<file path="src/rtl/contador_gray_param.sv">
// Parametrised up/down Gray-code counter with synchronous load, wrap/saturate
// modes, terminal-count indication, one-cycle wrap pulse and sticky overflow.
module contador_gray_param #(
    parameter int WIDTH = 5
) (
    input  logic             clk,
    input  logic             reset,
    input  logic             enable,
    input  logic             up_down,
    input  logic             wrap_mode,
    input  logic             load,
    input  logic [WIDTH-1:0] load_value,
    output logic [WIDTH-1:0] salida_bin,
    output logic [WIDTH-1:0] salida_gray,
    output logic             terminal,
    output logic             wrap_pulse,
    output logic             overflow
);

    localparam logic [WIDTH-1:0] MAX_COUNT  = {WIDTH{1'b1}};
    localparam logic [WIDTH-1:0] ZERO_COUNT = {WIDTH{1'b0}};
    localparam logic [WIDTH-1:0] ONE_COUNT  = {{(WIDTH-1){1'b0}}, 1'b1};

    function automatic logic [WIDTH-1:0] bin_to_gray(input logic [WIDTH-1:0] bin_v);
        return bin_v ^ (bin_v >> 1);
    endfunction

    logic [WIDTH-1:0] count_r;
    logic [WIDTH-1:0] gray_r;
    logic             wrap_r;
    logic             ovf_r;

    logic [WIDTH-1:0] next_count_s;
    logic             next_wrap_s;
    logic             next_ovf_s;
    logic             terminal_s;

    // Terminal depends on the live direction so a direction change is seen at once
    always_comb begin
        if (up_down) begin
            terminal_s = (count_r == MAX_COUNT);
        end else begin
            terminal_s = (count_r == ZERO_COUNT);
        end
    end

    // Next-state selection: load beats enable; at terminal either wrap or hold
    always_comb begin
        next_count_s = count_r;
        next_wrap_s  = 1'b0;
        next_ovf_s   = ovf_r;
        if (load) begin
            next_count_s = load_value;
            next_ovf_s   = 1'b0;
        end else if (enable) begin
            if (terminal_s) begin
                next_ovf_s = 1'b1;
                if (wrap_mode) begin
                    next_count_s = up_down ? ZERO_COUNT : MAX_COUNT;
                    next_wrap_s  = 1'b1;
                end else begin
                    next_count_s = count_r;
                end
            end else begin
                next_count_s = up_down ? (count_r + ONE_COUNT) : (count_r - ONE_COUNT);
            end
        end else begin
            next_count_s = count_r;
        end
    end

    // State registers; Gray is derived from the same next value so both outputs move together
    always_ff @(posedge clk) begin
        if (reset) begin
            count_r <= ZERO_COUNT;
            gray_r  <= ZERO_COUNT;
            wrap_r  <= 1'b0;
            ovf_r   <= 1'b0;
        end else begin
            count_r <= next_count_s;
            gray_r  <= bin_to_gray(next_count_s);
            wrap_r  <= next_wrap_s;
            ovf_r   <= next_ovf_s;
        end
    end

    assign salida_bin  = count_r;
    assign salida_gray = gray_r;
    assign terminal    = terminal_s;
    assign wrap_pulse  = wrap_r;
    assign overflow    = ovf_r;

endmodule

</file>
<file path="config.mk">
export PLATFORM = sky130hd
export DESIGN_NAME = contador_gray_param
export DESIGN_NICKNAME = d
export VERILOG_FILES = /design/src/rtl/contador_gray_param.sv
export SDC_FILE = /design/constraint.sdc
export NUM_CORES = 1
export LEC_CHECK = 0
export ABC_AREA = 1
export BUFFER_PORTS_ARGS = -buffer_cell sky130_fd_sc_hd__buf_4
export CAP_MARGIN = 20
export CORE_MARGIN = 1.5
export CORE_UTILIZATION = 37
export DETAILED_ROUTE_END_ITERATION = 10
export REMOVE_ABC_BUFFERS = 1
export SYNTH_ARGS = -nofsm -noshare
export SYNTH_HDL_FRONTEND = slang
export SYNTH_SLANG_ARGS = --single-unit
</file>
<file path="constraint.sdc">
create_clock -name clk -period 1.7 [get_ports clk]
set_input_delay 0.085 -clock clk [delete_from_list [all_inputs] [get_ports clk]]
set_output_delay 0.085 -clock clk [all_outputs]
set_load 0.01 [all_outputs]
</file>
==> results of run 1 <==
timing repair:
action | CTS | global route
resized for setup | 0 | 12
setup endpoints to repair | 0 | 6
hold buffers | 1 | 0
hold endpoints to repair | 1 | 0
path summary, 6_finish.rpt:
| path | slack [ns] | end | depth (start not counted) |
|---|---|---|---|
| setup / recovery | 0.12 | salida_gray[3] | 16 |
| hold / removal | 0.1 | wrap_pulse | 2 |
| setup reg to reg | 0.12 | salida_gray[3] | 16 |
| hold reg to reg | 0.45 | overflow | 2 |
power by group:
part / total (W) / internal [W] / leakage, nW / switching [W]
Combinational: 0.000289 / 0.000132 / 0.469 / 0.000157
Sequential: 0.000296 / 0.000283 / 0.0921 / 0.0000132
Clock: 0.000180 / 0.0000910 / 0.0150 / 0.0000888
layout by cell type, fill, tap and decap left out, drive strengths merged:
cell and count:
a21oi 8, buf 27, clkbuf 4, dfxtp 11
dlygate4sd3 1, fa 1, ha 3, inv 19
nand2 49, nand3 8, nand4 1, nor2 13
nor3b 1, o211ai 1, o21ai 3, or2 2
xnor2 1
flip-flops by register name (all words and copies together) (netlist names):
register,count
salida_bin,5
salida_gray,4
overflow,1
wrap_pulse,1
layout make-up:
type	count	area, um2
Clock buffer	4	26.3
Fill cell	227	891
Inverter	19	71.3
Multi-Input combinational cell	91	503
Sequential cell	11	224
Tap cell	27	33.8
Timing Repair Buffer	28	213
critical path, stage by stage (launching register included):
cell and delay (ns):
dfxtp_2 0.32, inv_1 0.05, fa_2 0.36, inv_1 0.06
nand2_1 0.04, nand2_1 0.07, nand2_1 0.05, nand2_1 0.05
nand2_1 0.04, nand2_1 0.05, nand2_1 0.05, nand2_1 0.05
nand2_1 0.07, nand2_2 0.08, nand2_1 0.05, nand2_1 0.06
nor2_2 0.03
kinds of logic after synthesis:
kind of cell / after synthesis / share of synthesized area (%)
flops: 11 / 28.6
fa+ha+maj: 4 / 7.48
xor+xnor: 1 / 1.14
buf+inv: 22 / 11.9
compound gates: 12 / 8.13
simple gates: 74 / 42.8
metal layers:
| metal | wire length (um) | GRT usage (%) |
|---|---|---|
| met1 | 875 | 21.9 |
| met2 | 930 | 28.1 |
| met3 | 81 | 4.94 |
| met4 | 24 | 7.62 |
| met5 | 0 | 0 |
stage by stage:
stage	std cells	cell area [um2]	util, %	hold slack [ns]	setup TNS (ns)
3_3_place_gp	175	986	50.3	0.286	0
2_1_floorplan	121	749	-	0.154	-0.0499
4_1_cts	180	1020	52.1	0.0912	0
3_5_place_dp	175	986	50.3	0.290	0
5_1_grt	180	1070	54.6	0.0889	-0.0565
6_report	180	1070	54.6	0.0958	0
==> key figures, run 1 <==
Drt
  • Routed vias: 848
  • Routed Antenna Nets: 0
  • First-pass detailed-route iteration total: 4
  • DR WL/cell: 10.6 um
  • Vias per cell: 4.71
  • DRT iter0 DRCs: 21
  • Total Wirelength: 1.91 mm
  • DRC viols: 0

Global route
  • Initial antenna violation count: 0
  • GRT Total Usage: 17.5%
  • First-pass GRT wire length: 3.22 mm
  • Pin count of the biggest net entering global routing: 11
  • Vias in the first global route: 768
  • Grt ovf: 0

CTS
  • Clk Tree Root Cell: clkbuf_4
  • H-tree levels: 1
  • Skew-Pair Late Insertion Delay: 0.27 ns
  • Clk buf depth: 2
  • TritonCTS clock tree: yes
  • Buffer count from post-CTS setup fixing: 0
  • Cts bufs inserted: 3
  • Clock Sinks: 11
  • Clock transition at the registers of the reported paths: 0.07 ns

STA
  • Final worst path period need: 1.58 ns
  • Final hold violation count: 0
  • Setup-failing EPs final: 0
  • Peak Freq: 0.633 GHz
  • Unrepaired setup endpoints after global routing: true
  • Fin crit share: 93.0%
  • Worst Tran Pin Value: 0.310 ns
  • Worst slew margin: 79.1%
  • Setup Skew: 0.000723 ns
  • Setup ws final: 0.119 ns
  • Final slew viol count: 0

Yosys
  • Ys Warns: 0
  • Share of flip-flops with an asynchronous set or reset: 0%
  • Top_reg_cell synth: dfxtp_1
  • Most numerous cell in the Yosys netlist: nand2_1
  • Number of synthesized flops with an enable pin: 0
  • Post-synthesis sequential area ratio: 28.6%
  • Yosys top cell area share: 28.6%
  • Yosys cell types: 20
  • Ranking of synthesized cells by area: dfxtp_1, nand2_1, inv_1
  • Syn avg cell area: 6.21 um2
  • Post-synth top area cell: dfxtp_1
  • Post-synth top cells: nand2_1, inv_1, dfxtp_1, nor2_1
  • Yosys reg bits: 11
  • Post-synthesis cell area: 769 um2
  • Syn Inst Count: 124

Worst setup path
  • CP endpoint kind: flip-flop
  • Arrival @ worst endpoint: 1.76 ns
  • Critical Path Source: salida_bin[0]
  • WP data required: 1.87 ns
  • Startpoint types: flip-flop
  • Crit-path max FO: 2
  • Worst r2r src: salida_bin[0]
  • Crit path kind: reg -> reg

Floorplanning
  • Starting Density: 39.2%
  • Die Ht: 48.6 um
  • Core box area: 1960 um2
  • DIE WIDTH: 48.6 um
  • # rows: 16
  • Boundary pin count: 24
  • Die area: 2360 um2

Finish
  • Nets: 169
  • Area Growth Syn to Fin: 39.2%
  • Proportion of layout cells with a drive suffix above 1: 35.3%
  • Antenna diodes: 0

Power
  • Pwr dens: 714 nW/um2
  • Lkg Pwr: 0.576 nW
  • Worst vdd ir: 0.000546 V
  • Tot Pwr: 0.000765 W

Place
  • Post-DP HPWL: 1.50 mm
  • RePlAce Congestion: 0.925
  • Pre-CTS setup slack: 0.0245 ns
  • Port Buffer Count: 23

Status
  • Outcome: finished, final reports clean

Flow run
  • Max-Cap Viols: 0

Hold path
  • Hold/Removal Path Class: in -> reg
  • Worst hold start: wrap_mode
No activity file was read; power rests on OpenSTA's default activity.
==> run 2: changes to the inputs <==
Settings changed: GPL_TIMING_DRIVEN set to 0, RECOVER_POWER set to 100.
Clock period 1.7 ns to 1.6 ns, I/O delays scaled along.
==> key figures, run 2 (synthesis results as in run 1) <==
Worst setup path
  • Arrival @ worst endpoint: 1.79 ns (+0.03 ns)
  • WP data required: 1.76 ns (-0.11 ns)
  • Slowest-stage cell, CP: fa_2
  • Worst path buffer plus inverter count: 2 (unchanged)
  • CP endpoint kind: flip-flop
  • Worst r2r src: salida_bin[0]
  • Reg-to-reg endpoint: salida_gray[3]
  • Crit-path max FO: 2 (unchanged)
  • CP max stage delay: 0.37 ns (about the same)
  • CP Depth: 16 (unchanged)
  • R2R depth: 16 (unchanged)
  • CP cell instances: inv_2 > fa_2 > inv_2 > nand2_1 > nand2_1 > nand2_1 > nand2_1 > nand2_1 > nand2_1 > nand2_1 > nand2_1 > nand2_2 > nand2_2 > nand2_1 > nand2_1 > nor2_2
  • Startpoint types: flip-flop
  • CP dominant cell by count: nand2_1
  • Top delay family on crit path: simple AND/OR/NAND/NOR gates
  • Crit path kind: reg -> reg
  • R2r setup slk: -0.03 ns (-0.15 ns)

Finish
  • Antenna diodes: 0 (unchanged)
  • Finished Cell Area: 1070 um2 (-0.47%)
  • Nets: 168 (-0.59%)
  • Commonest non-fill, non-tap cells in the layout: nand2_1, buf_4, inv_1
  • Proportion of layout cells with a drive suffix above 1: 34.2% (-1.1 points)
  • Commonest non-fill, non-tap cell in the layout: nand2_1
  • Largest register FFs: 5 (unchanged)
  • Final core occ: 54.3% (-0.26 points)
  • Filler Cell Count: 223 (-1.8%)
  • Area Growth Syn to Fin: 38.5%

Status
  • Violated checks: negative setup slack
  • Outcome: finished, violations left

Hold path
  • Hold Path Sink: wrap_pulse
  • Hold Path Cell Cnt: 2 (unchanged)
  • Hold/Removal Path Class: in -> reg
  • Worst hold start: wrap_mode

Power
  • Lkg Pwr: 0.543 nW (-5.8%)
  • Clock Power Share: 23.3% (-0.2 points)
  • Tot Pwr: 0.000805 W (+5.3%)
  • Combinational Power Share: 37.4% (-0.4 points)
  • Sw Ratio: 34.7% (+0.77 points)
  • Worst vdd ir: 0.000458 V (-16%)
  • Net Switching: 0.000279 W (+7.7%)
  • Register share of total power: 39.3% (+0.6 points)
  • Pwr dens: 755 nW/um2 (+5.8%)
  • Internal power: 0.000526 W (+4.0%)

STA
  • Setup ws final: -0.0301 ns (-0.149 ns)
  • Setup-failing EPs final: 2 (+2)
  • Fin crit share: 102% (+8.9 points)
  • Worst Tran Pin Value: 0.296 ns (-0.0140 ns)
  • Peak Freq: 0.613 GHz (-3.0%)
  • Final slew viol count: 0 (unchanged)
  • WHS: 0.0991 ns (+0.00330 ns)
  • Final hold violation count: 0 (unchanged)
  • Setup Skew: 0.000529 ns (-0.000194 ns)
  • Worst slew margin: 80.3% (+1.1 points)
  • Final worst path period need: 1.63 ns (+0.0492 ns)
  • Unrepaired setup endpoints after global routing: true

Floorplanning
  • Boundary pin count: 24 (unchanged)
  • Die area: 2360 um2 (unchanged)
  • Core box area: 1960 um2 (unchanged)
  • Die Ht: 48.6 um (unchanged)
  • DIE WIDTH: 48.6 um (unchanged)
  • # rows: 16 (unchanged)
  • Starting Density: 39.2% (unchanged)

Drt
  • Routed Antenna Nets: 0 (unchanged)
  • Total Wirelength: 1.91 mm (-0.26%)
  • DR WL/cell: 10.7 um (+0.30%)
  • DRT iter0 DRCs: 13 (-38%)
  • Vias per cell: 4.82 (+2.3%)
  • DRC viols: 0 (unchanged)
  • Routed vias: 863 (+1.8%)
  • First-pass detailed-route iteration total: 4 (unchanged)

Place
  • RePlAce Congestion: 0.860 (-7.0%)
  • Placed inst area: 956 um2 (-3.0%)
  • Port Buffer Count: 23 (unchanged)
  • Pre-CTS setup slack: -0.273 ns (-0.298 ns)
  • Post-DP HPWL: 1.36 mm (-9.3%)

CTS
  • Clock transition at the registers of the reported paths: 0.07 ns (about the same)
  • Clk buf depth: 2 (unchanged)
  • Skew-Pair Late Insertion Delay: 0.26 ns (about the same)
  • TritonCTS clock tree: yes
  • Cts bufs inserted: 3 (unchanged)
  • Clk Tree Root Cell: clkbuf_4
  • Clock Sinks: 11 (unchanged)
  • H-tree levels: 1 (unchanged)

Global route
  • First-pass GRT wire length: 3.07 mm (-4.7%)
  • Grt ovf: 0 (unchanged)
  • GRT Total Usage: 16.4% (-1.1 points)
  • Vias in the first global route: 771 (+0.39%)
  • Pin count of the biggest net entering global routing: 11 (unchanged)
  • Initial antenna violation count: 0 (unchanged)

Flow run
  • Max-Cap Viols: 0 (unchanged)
[run 2: cell type report]
class / count / area, um2 / area share, %
timing repair buffer: 27 / 175 / 16.4
tap: 27 / 33.8 / 3.17
multi-input combinational: 91 / 527 / 49.4
sequential: 11 / 233 / 21.8
clock buffer: 4 / 26.3 / 2.46
inverter: 19 / 71.3 / 6.69
[run 2: power by group through the flow]
| stage | sequential [W] | clock [W] | combinational, W |
|---|---|---|---|
| 6_report | 0.000316 | 0.000188 | 0.000301 |
| 5_1_grt | 0.000320 | 0.000207 | 0.000337 |
| 4_1_cts | 0.000316 | 0.000194 | 0.000294 |
| 3_5_place_dp | 0.000326 | 0 | 0.000267 |
| 3_3_place_gp | 0.000326 | 0 | 0.000261 |
| 2_1_floorplan | 0.000335 | 0 | 0.000155 |
[run 2: through the flow]
| stage | setup TNS [ns] | cells |
|---|---|---|
| 2_1_floorplan | -0.250 | 121 |
| 3_3_place_gp | -0.854 | 171 |
| 4_1_cts | -0.0787 | 179 |
| 5_1_grt | -0.507 | 179 |
| 3_5_place_dp | -0.910 | 171 |
| 6_report | -0.0335 | 179 |
[run 2: worst max path at each step]
stage	endpoint	slack [ns]	startpoint
3_5_place_dp	salida_gray[3]	-0.27	salida_bin[0]
2_1_floorplan	salida_gray[3]	-0.15	salida_bin[0]
3_3_place_gp	salida_gray[3]	-0.27	salida_bin[0]
5_1_grt	salida_gray[3]	-0.15	salida_bin[0]
4_1_cts	salida_gray[3]	-0.04	salida_bin[1]
6_report	salida_gray[3]	-0.03	salida_bin[0]
[run 2: worst reg2reg max path, cell delays in order, from the launching register on]
cell     delay, ns
dfxtp_4       0.35
inv_2         0.04
fa_2          0.37
inv_2         0.05
nand2_1       0.04
nand2_1       0.07
nand2_1       0.05
nand2_1       0.06
nand2_1       0.04
nand2_1       0.05
nand2_1       0.06
nand2_1       0.07
nand2_2       0.07
nand2_2       0.08
nand2_1       0.05
nand2_1       0.06
nor2_2        0.03
[run 2: timing repair]
action                                  in CTS  in global routing
resized for setup                           13                  9
endpoints found under the setup margin       6                  6
buffers inserted                             3                  0
hold buffers                                 1                  0
hold endpoints to repair                     3                  0
pin swaps                                    2                  5
[run 2: layer usage]
layer  GRT usage, %  routed length, um  up-vias
li1               -                  -      436
met1           20.4                839      396
met2           27.9                953       27
met3           3.70                 85        4
met4           5.71                 29        0
met5              0                  0        -
==> run 3: changes to the inputs <==
Settings changed: GPL_TIMING_DRIVEN 0 to not set.
==> key figures, run 3 (synthesis results as in run 1) <==
Finish
  • Multi-input gate area: 510 um2 (-3.1%)
  • Filler Cell Count: 229 (+2.7%)
  • Area Growth Syn to Fin: 42.1%
  • Proportion of layout cells with a drive suffix above 1: 34.6% (+0.38 points)
  • Commonest non-fill, non-tap cell in the layout: nand2_1
  • Antenna diodes: 0 (unchanged)
  • Nets: 175 (+4.2%)
  • Largest register FFs: 5 (unchanged)
  • Sequential Area: 224 um2 (-3.8%)
  • Commonest non-fill, non-tap cells in the layout: nand2_1, buf_4, inv_1

Drt
  • DRT iter0 DRCs: 12 (-1)
  • Vias per cell: 4.44 (-7.9%)
  • DR WL/cell: 10.1 um (-5.0%)
  • Routed Antenna Nets: 0 (unchanged)
  • Routed vias: 826 (-4.3%)
  • Total Wirelength: 1.88 mm (-1.3%)
  • DRC viols: 0 (unchanged)
  • First-pass detailed-route iteration total: 4 (unchanged)

STA
  • Worst Tran Pin Value: 0.249 ns (-0.0466 ns)
  • Fin Setup TNS: 0 ns (+0.0335 ns)
  • Setup-failing EPs final: 0 (-2)
  • Unrepaired setup endpoints after global routing: true
  • Final hold violation count: 0 (unchanged)
  • Setup Skew: 0.00557 ns (+0.00504 ns)
  • Worst slew margin: 83.4% (+3.1 points)
  • Final worst path period need: 1.57 ns (-0.0603 ns)
  • Peak Freq: 0.637 GHz (+3.8%)
  • WHS: 0.0950 ns (-0.00413 ns)
  • Final slew viol count: 0 (unchanged)
  • Fin crit share: 98.1% (-3.8 points)

Place
  • Port Buffer Count: 23 (unchanged)
  • Post-DP HPWL: 1.48 mm (+8.6%)
  • RePlAce Congestion: 0.910 (+5.9%)

Flow run
  • Max-Cap Viols: 0 (unchanged)

Global route
  • First-pass GRT wire length: 3.08 mm (+0.23%)
  • Vias in the first global route: 721 (-6.5%)
  • Pin count of the biggest net entering global routing: 11 (unchanged)
  • Grt ovf: 0 (unchanged)
  • GRT Total Usage: 16.7% (+0.29 points)
  • Initial antenna violation count: 0 (unchanged)

CTS
  • TritonCTS clock tree: yes
  • Clock transition at the registers of the reported paths: 0.07 ns (about the same)
  • Clk buf depth: 2 (unchanged)
  • Cts bufs inserted: 3 (unchanged)
  • Skew-Pair Late Insertion Delay: 0.26 ns (about the same)
  • Clock Sinks: 11 (unchanged)
  • Clk Tree Root Cell: clkbuf_4
  • H-tree levels: 1 (unchanged)

Floorplanning
  • Boundary pin count: 24 (unchanged)
  • DIE WIDTH: 48.6 um (unchanged)
  • # rows: 16 (unchanged)
  • Core box area: 1960 um2 (unchanged)
  • Die Ht: 48.6 um (unchanged)
  • Starting Density: 39.2% (unchanged)
  • Die area: 2360 um2 (unchanged)

Power
  • Worst vdd ir: 0.000381 V (-17%)
  • Pwr dens: 746 nW/um2 (-1.2%)
  • Lkg Pwr: 0.577 nW (+6.3%)
  • Tot Pwr: 0.000816 W (+1.3%)

Worst setup path
  • Worst r2r src: salida_bin[0]
  • Crit-path max FO: 4 (+2)
  • Worst path buffer plus inverter count: 3 (+1)
  • Crit path kind: reg -> reg
  • Startpoint types: flip-flop
  • R2r setup slk: 0.03 ns (+0.06 ns)
  • WP data required: 1.81 ns (+0.05 ns)
  • Slowest-stage cell, CP: fa_2
  • Top delay family on crit path: simple AND/OR/NAND/NOR gates
  • Arrival @ worst endpoint: 1.78 ns (about the same)
  • CP max stage delay: 0.37 ns (about the same)
  • Reg-to-reg endpoint: salida_bin[2]
  • R2R depth: 10 (-6)
  • CP endpoint kind: flip-flop
  • CP cell instances: inv_2 > fa_2 > xnor2_1 > nand3_1 > nand3_1 > nand2_1 > nand2_2 > nand2_1 > buf_4 > inv_1

Status
  • Outcome: finished, final reports clean

Hold path
  • Hold Path Cell Cnt: 2 (unchanged)
  • Hold/Removal Path Class: in -> reg
  • Worst hold start: wrap_mode
  • Hold Path Sink: wrap_pulse
## run 3: changes by cell type in the layout (fill, tap and decap cells not counted), sizes merged
cell | previous run | this run
buf | 18 | 25
## run 3: worst max-delay path by stage
stage               cells after the start        endpoint          start
floorplan                              14  salida_gray[3]  salida_bin[0]
global placement                       11  salida_gray[2]  salida_bin[1]
detailed placement                     14  salida_gray[3]  salida_bin[0]
CTS                                    14  salida_gray[3]  salida_bin[0]
global route                           11  salida_gray[0]  salida_bin[0]
finish                                 10   salida_bin[2]  salida_bin[0]
## run 3: stage by stage
step | std cells | worst slack (ns) | instance area (um2) | util [%]
6_report | 186 | 0.0302 | 1090 | 55.7
5_1_grt | 186 | -0.109 | 1090 | 55.7
4_1_cts | 183 | 0.00301 | 1050 | 53.7
3_5_place_dp | 178 | -0.0544 | 1010 | 51.4
3_3_place_gp | 178 | -0.0397 | 1010 | 51.4
2_1_floorplan | 121 | -0.150 | 749 | -
## run 3: what timing repair did
| item | CTS | global route |
|---|---|---|
| resized for setup | 7 | 10 |
| pin swaps | 1 | 4 |
| hold buffers | 1 | 0 |
| setup endpoints to repair | 4 | 6 |
| setup buffers | 0 | 3 |
| hold endpoints to repair | 2 | 0 |
## run 3: final cells by class
class                           instances  area share (%)
Tap cell                               27            3.09
Clock buffer                            4            2.40
Sequential cell                        11            20.5
Inverter                               19            6.52
Timing Repair Buffer                   34            20.8
Multi-Input combinational cell         91            46.7
## run 3: routing by layer
layer | up-vias | part of all wire, % | track usage (%)
met5 | - | 0 | 0
met4 | 0 | 0 | 5.71
met3 | 0 | 3.2 | 3.70
met2 | 17 | 49 | 26.7
met1 | 361 | 47 | 22.2
li1 | 448 | - | -
## run 3: power breakdown
| group | switching, W | internal (W) |
|---|---|---|
| combinational | 0.000172 | 0.000146 |
| clock | 0.0000876 | 0.0000963 |
| sequential | 0.0000132 | 0.000300 |
| total | 0.000273 | 0.000543 |
## run 3: worst reg2reg max path: stages (launching register included)
cell and delay (ns):
dfxtp_2 0.34, inv_2 0.04, fa_2 0.37, xnor2_1 0.16, nand3_1 0.10, nand3_1 0.10
nand2_1 0.08, nand2_2 0.09, nand2_1 0.07, buf_4 0.13, inv_1 0.04
